$ cat src/rtl/mem_interface.sv
// mem_interface: datapath-side memory responder for the microprogrammed CU.
//
// Holds MAR/MBR and runs one read or write transaction per start strobe
// against a variable-latency RAM port, pulsing mfc when the transaction ends.
//
// Optional feature: define MEMIF_TIMEOUT_EN to bound the WAIT state to TMO
// cycles; on expiry the transaction completes with mfc, MBR untouched and a
// sticky err flag. Without the macro WAIT is unbounded and err is tied 0.
//
// Ports:
//   CLK, reset           clock (rising edge), async active-high reset
//   bus_in               internal bus value (MAR/MBR load source)
//   mar_in, mbr_in       load MAR / MBR from bus_in (ignored while busy)
//   mbr_out              drive MBR onto bus_out (bus_out_en mirrors it)
//   start, rnw           start a transaction; rnw=1 read, 0 write
//   bus_out, bus_out_en  MBR onto the bus when mbr_out=1, else 0
//   mfc, busy, err       completion pulse, in-progress, sticky timeout
//   ram_addr, ram_wdata  always MAR / MBR
//   ram_re, ram_we       one-cycle request pulses
//   ram_rdata, ram_ready RAM read data / acknowledge
//   state_dbg            current FSM state (IDLE=0, REQ=1, WAIT=2, DONE=3)
//
// Handshake: the CU pulses start for one cycle while idle and waits for the
// one-cycle mfc pulse before issuing another start. Towards the RAM, ram_re or
// ram_we is a one-cycle request; the RAM acknowledges with ram_ready (any
// number of cycles later, sampled only in WAIT), with ram_rdata valid in that
// same cycle for reads.
module mem_interface #(
   parameter int AW  = 8,
   parameter int DW  = 8,
   parameter int TMO = 15
) (
   input  logic          CLK,
   input  logic          reset,
   input  logic [DW-1:0] bus_in,
   input  logic          mar_in,
   input  logic          mbr_in,
   input  logic          mbr_out,
   input  logic          start,
   input  logic          rnw,
   output logic [DW-1:0] bus_out,
   output logic          bus_out_en,
   output logic          mfc,
   output logic          busy,
   output logic          err,
   output logic [AW-1:0] ram_addr,
   output logic [DW-1:0] ram_wdata,
   output logic          ram_re,
   output logic          ram_we,
   input  logic [DW-1:0] ram_rdata,
   input  logic          ram_ready,
   output logic [1:0]    state_dbg
);

   typedef enum logic [1:0] {
      IDLE = 2'd0,
      REQ  = 2'd1,
      WAIT = 2'd2,
      DONE = 2'd3
   } state_t;

   state_t        state_q, state_d;
   logic          op_q, op_d;       // 1 = read, captured from rnw with start
   logic [AW-1:0] mar_q, mar_d;
   logic [DW-1:0] mbr_q, mbr_d;

`ifdef MEMIF_TIMEOUT_EN
   localparam int CW = (TMO < 2) ? 1 : $clog2(TMO);
   logic [CW-1:0] cnt_q, cnt_d;     // WAIT cycles already spent without ready
   logic          err_q, err_d;
`else
   // TMO only has meaning with the timeout feature compiled in.
   logic          unused_tmo;
   assign unused_tmo = ^TMO;
`endif

   always_ff @(posedge CLK or posedge reset) begin
      if (reset) begin
         state_q <= IDLE;
         op_q    <= 1'b0;
         mar_q   <= '0;
         mbr_q   <= '0;
`ifdef MEMIF_TIMEOUT_EN
         cnt_q   <= '0;
         err_q   <= 1'b0;
`endif
      end else begin
         state_q <= state_d;
         op_q    <= op_d;
         mar_q   <= mar_d;
         mbr_q   <= mbr_d;
`ifdef MEMIF_TIMEOUT_EN
         cnt_q   <= cnt_d;
         err_q   <= err_d;
`endif
      end
   end

   always_comb begin
      state_d = state_q;
      op_d    = op_q;
      mar_d   = mar_q;
      mbr_d   = mbr_q;
`ifdef MEMIF_TIMEOUT_EN
      cnt_d   = cnt_q;
      err_d   = err_q;
`endif

      // Register loads are open whenever no request is outstanding. A load
      // in the same cycle as start lands before REQ, so the request uses it.
      if (!busy) begin
         if (mar_in) mar_d = bus_in[AW-1:0];
         if (mbr_in) mbr_d = bus_in;
      end

      case (state_q)
         IDLE: begin
            if (start) begin
               state_d = REQ;
               op_d    = rnw;
            end
         end
         REQ: begin
            state_d = WAIT;
`ifdef MEMIF_TIMEOUT_EN
            cnt_d   = '0;
`endif
         end
         WAIT: begin
            if (ram_ready) begin
               state_d = DONE;
               if (op_q) mbr_d = ram_rdata;
            end
`ifdef MEMIF_TIMEOUT_EN
            // Ready on the last allowed cycle still wins over the timeout.
            else if (cnt_q == CW'(TMO - 1)) begin
               state_d = DONE;
               err_d   = 1'b1;
            end else begin
               cnt_d = cnt_q + 1'b1;
            end
`endif
         end
         DONE: begin
            state_d = IDLE;
         end
         default: begin
            state_d = IDLE;
         end
      endcase
   end

   assign busy       = (state_q == REQ) || (state_q == WAIT);
   assign mfc        = (state_q == DONE);
   assign ram_re     = (state_q == REQ) && op_q;
   assign ram_we     = (state_q == REQ) && !op_q;
   assign ram_addr   = mar_q;
   assign ram_wdata  = mbr_q;
   assign bus_out    = mbr_out ? mbr_q : '0;
   assign bus_out_en = mbr_out;
   assign state_dbg  = state_q;

`ifdef MEMIF_TIMEOUT_EN
   assign err = err_q;
`else
   assign err = 1'b0;
`endif

endmodule

$ cat config.mk
export PLATFORM = sky130hd
export DESIGN_NAME = mem_interface
export DESIGN_NICKNAME = d
export VERILOG_FILES = /design/src/rtl/mem_interface.sv
export SDC_FILE = /design/constraint.sdc
export NUM_CORES = 1
export LEC_CHECK = 0
export ABC_AREA = 1
export CORE_MARGIN = 1.5
export CORE_UTILIZATION = 45
export CTS_BUF_LIST = sky130_fd_sc_hd__clkbuf_8
export CTS_CLUSTER_DIAMETER = 30
export DETAILED_ROUTE_END_ITERATION = 16
export HOLD_SLACK_MARGIN = 0.08
export PLACE_DENSITY_LB_ADDON = 0.05
export REMOVE_ABC_BUFFERS = 1
export SLEW_MARGIN = 0
export SYNTH_ARGS = -nofsm -noshare
export SYNTH_HDL_FRONTEND = slang
export SYNTH_SLANG_ARGS = --single-unit
$ cat constraint.sdc
create_clock -name CLK -period 2.3 [get_ports CLK]
set_clock_uncertainty 0.15 [all_clocks]
set_input_delay 0.23 -clock CLK [delete_from_list [all_inputs] [get_ports CLK]]
set_output_delay 0.23 -clock CLK [all_outputs]
set_load 0.01 [all_outputs]
# After elaboration in Yosys (flattened, before gate mapping)
# Cells that the tools add are included.
# W data, S select, Z words.
# word_totals
reg_bits	19
output_inout_bits	32
# op_classes
n_eq_ne	5
n_mux	9
n_bitwise	1
n_reduce_logical	8
# op_table
operator	count
$mux W8	6
$pmux W2 S4	1
$reduce_and A2 Y1	3
$eq A2 B2 Y1 const B	2
$mux W2	2
$ne A2 B2 Y1 const B	2
$eq A2 B1 Y1 const B	1
$logic_and A1 B1 Y1	2
$logic_not A2 Y1	1
$logic_not A1 Y1	1
$logic_or A1 B1 Y1	1
$not A1 Y1	1

# Longest topological paths before layout
# depth
ltp_word	6
mapped_depth	8

# Worst setup path before layout
# OpenSTA, ideal clock, no wires.
# synth_path
path_type	register to register
start	register state_q[0], in the netlist state_dbg[0]
end	register mbr_q[0], in the netlist ram_wdata[0]
setup_time_ns	0.118
arrival_time_ns	1.285
t_required_ns	2.032
path_slack_ns	0.747
path_stages_with_launch	9
cell_sequence	dfrtp_1 inv_1 ha_1 inv_2 buf_12 nand2_8 nand2_2 nand3_1 nand2_1
# synth_via
elab_chain_cells	6
# synth_lines
element	line	text
start: declaration	62	state_t state_q, state_d;
start signal: assignment	88	state_q <= state_d;
$eq A2 B1 Y1 / $eq A2 B2 Y1 (equally long branches)	153	assign busy = (state_q == REQ) || (state_q == WAIT);
$logic_or A1 B1 Y1 (*)	153	
via busy	44	output logic busy,
$mux W8 (*)	111	if (!busy) begin
$mux W8	132	if (op_q) mbr_d = ram_rdata;
$mux W8	130	if (ram_ready) begin
$mux W8 (*)	116	case (state_q)
via mbr_d[0]	65	logic [DW-1:0] mbr_q, mbr_d;
end signal: assignment	91	mbr_q <= mbr_d;
end: declaration	65	
# Mark *: on every way through the listed nets, which the timed path passes. The rest lies on a longest branch.
# A chain may end at the register's enable or synchronous reset.

# Worst setup path after layout
# layout_path
start	register state_q[1], in the netlist state_dbg[1]
end	output ram_we
# layout_via
elab_chain_cells	2
# layout_lines
element	line	text
$eq A2 B1 Y1	156	assign ram_we = (state_q == REQ) && !op_q;
$logic_and A1 B1 Y1	156	
end: declaration	49	output logic ram_we,
# No other way between the ends.

==> summary.md <==
| Metric | Value |
|---|---|
| Yosys warns | `0` |
| PostCTS Resize Cnt | `0` |
| Vias | `between 1,000 and 1,500` |
| Endpoint class of the critical path | `primary output` |
| Worst path required time | `approximately 1.9 ns` |
| Clk_lat worst skew | `0.25 ns` |
| RSZ-0062 raised after global routing | `no` |
| Sw frac | `0.416` |
| Die Y | `53.3 microns` |
| Crit Path Max Fanout | `5` |
| Ys flop type | `dfrtp_1` |
| Layout cell share with drive strength beyond 1 | `0.0928` |
| Startpoint Class | `flop` |
| # DRC | `0` |
| CTS hold repair buffers | `0` |
| Final #Nets | `223` |
| Initial antenna violation count | `0` |
| Fill count | `211` |
| Crit Path Class | `flop to primary output` |
| Clock transition at path regs | `~0.070 ns` |
| VDD IR max | `about 1.2 mV` |
| Core Area | `2430 sq um` |
| Top cells by area, synth | `dfrtp_1 (42%), inv_1 (9.9%), nand2_1 (9.9%), nand3_1 (7.5%), nand2_2 (5.5%)` |
| Largest net degree at the start of global routing | `20` |
| Ratio of final minimum period to clock period | `0.870` |
| CTS tree | `built` |
| Max clock buf depth | `2` |
| Clk pwr share | `0.100` |
| # setup viols final | `0` |
| Top cell type's share of synthesized area | `0.417` |
| Mapped cell area | `between 1000 and 1500 sq um` |
| Layout area overhead | `47.5%` |
| Setup TNS | `0 ns` |
| Wire per inst | `approximately 12 microns` |
| Slew @ Worst Pin | `roughly 0.72 ns` |
| Clk root buf | `clkbuf_8` |
| Synthesized flop and latch total | `19` |
| Number of H-tree levels | `1` |
| Clock buffer count from CTS | `3` |
| Post-CTS setup buffer count | `0` |
| Iter 0 DRT Violations | `16` |
| Sw Pwr | `between 0.9 and 1 mW` |
| Total gr overflow | `0` |
| Sequential share of the synthesized area | `0.417` |
| Power per cell area | `1300 nW/um^2` |
| First-pass GRT wire length | `4260 microns` |
| Library cells used by synthesis | `20` |
| RePlAce Congestion | `between 0.8 and 0.9` |
| Clk sink count | `19` |
| Die width | `roughly 53 microns` |
| Slew Limit Fails | `0` |
| Starting density of the core | `0.469` |
| DR vias/cell | `~4.7` |
| Seq pwr share | `0.295` |
| Worst Hold Slack | `approximately 0.25 ns` |
| Synth top cells by count | `inv_1 (30), nand2_1 (30), dfrtp_1 (19), nand3_1 (17), nand2_2 (10)` |
| Gate power share | `0.606` |
| Arrival time worst endpoint | `about 1.6 ns` |
| GR Util All Layers | `0.205` |
| DR pass1 iterations | `4` |
| Hold WC Path Type | `input pin to async pin` |
| Vias in the first global route | `~1,000` |
| Syn avg cell area | `between 7 and 8 sq um` |
| Diode count | `0` |
| # port buffers | `54` |
| Fmax achieved | `between 0.4 and 0.5 GHz` |
| Cells after Synth | `about 150` |
| Max-cap violation count | `0` |
| Final critical-path required period | `2.00 ns` |
| EDFF count, synth | `0` |
| IO Pins | `56` |
| Die area | `about 2800 sq um` |
| Async set-reset flop share out of synthesis | `1.00` |
| Leak pwr | `around 0.87 nW` |
| Slew headroom | `0.517` |
| Cell Int Power | `about 1.3 mW` |
| Row count | `18` |
| Placed Area | `roughly 1600 sq um` |
| Fin area | `1680 sq um` |
| Area leader, netlist | `dfrtp_1` |
| Status | `completed` |
| Post-route ant nets | `0` |
| Dpl hpwl | `roughly 2100 microns` |
| Drt total wl | `between 2000 and 3000 microns` |
| Fin. Hold Viols | `0` |
## worst paths after layout
check	startpoint	to	slack, ns	depth (start not counted)
max	state_dbg[1]	ram_we	0.30	5
max in group asynchronous	reset	ram_wdata[5]	1.30	2
min	reset	ram_addr[6]	0.25	2
min reg2reg	ram_addr[0]	ram_addr[0]	0.35	2
max reg2reg	state_dbg[0]	ram_wdata[4]	0.61	5
min in group CLK	ram_addr[0]	ram_addr[0]	0.35	2
## stage by stage
step / total power, mW / utilization / worst slack, ns / cells
2_1_floorplan: 1.34 / - / 0.714 / 136
4_1_cts: 2.21 / 0.691 / 0.283 / 224
3_3_place_gp: 1.94 / 0.673 / 0.394 / 220
3_5_place_dp: 1.98 / 0.673 / 0.361 / 220
6_report: 2.19 / 0.691 / 0.300 / 224
5_1_grt: 2.40 / 0.691 / 0.167 / 224
## kinds of logic after synthesis
group                    count (synthesis)  synth area share
adder cells (fa/ha/maj)                  4            0.0439
buffers and inverters                   41             0.177
AND/OR/NAND/NOR                         70             0.315
AO/OA/AOI/OAI                           10            0.0439
flip-flops                              19             0.417
other                                    1           0.00329
## cell usage in the layout (no fill, tap or decap)
master	Yosys	routed
clkdlybuf4s50_1	0	54
inv_1	30	31
nand2_1	30	30
dfrtp_1	19	19
nand3_1	17	17
nand2_2	10	10
o21ai_1	9	9
nand4_1	8	8
ha_1	4	4
clkbuf_8	0	3
inv_2	2	2
nor2_1	2	2
nand2_4	1	1
a21oi_1	1	1
nand2_8	1	1
nand3_2	1	1
conb_1	1	1
## layout make-up
type	instances	area, sq um	area share
clock buffer	3	41.3	0.0246
clock inverter	1	3.75	0.00223
inverter	32	120	0.0714
multi-input combinational	85	463	0.275
sequential	19	475	0.283
tap	30	37.5	0.0223
timing repair buffer	54	541	0.321
## critical path, cell delays in order (launching register included)
cell and delay (ns):
dfrtp_1 0.43, inv_1 0.10, ha_1 0.18, inv_1 0.04, nor2_1 0.08, clkdlybuf4s50_1 0.54
## layer usage
metal	vias to the layer above	global-route usage	share of wire
li1	538	-	-
met1	477	0.217	0.38
met2	32	0.395	0.56
met3	2	0.0282	0.056
met4	0	0.0855	0.0038
met5	-	0	0
## state kept, by name (all words and copies together), names as in the netlist
name	cells
op_q	1
ram_addr	8
ram_wdata	8
state_dbg	2
## power groups by stage
| stage | Sequential, mW | Combinational, mW | Clock (mW) |
|---|---|---|---|
| detailed placement | 0.650 | 1.33 | 0 |
| CTS | 0.646 | 1.34 | 0.222 |
| global placement | 0.641 | 1.30 | 0 |
| floorplan | 0.705 | 0.632 | 0 |
| global route | 0.670 | 1.49 | 0.240 |
| finish | 0.645 | 1.32 | 0.218 |
(Power assumes the default switching activity.)
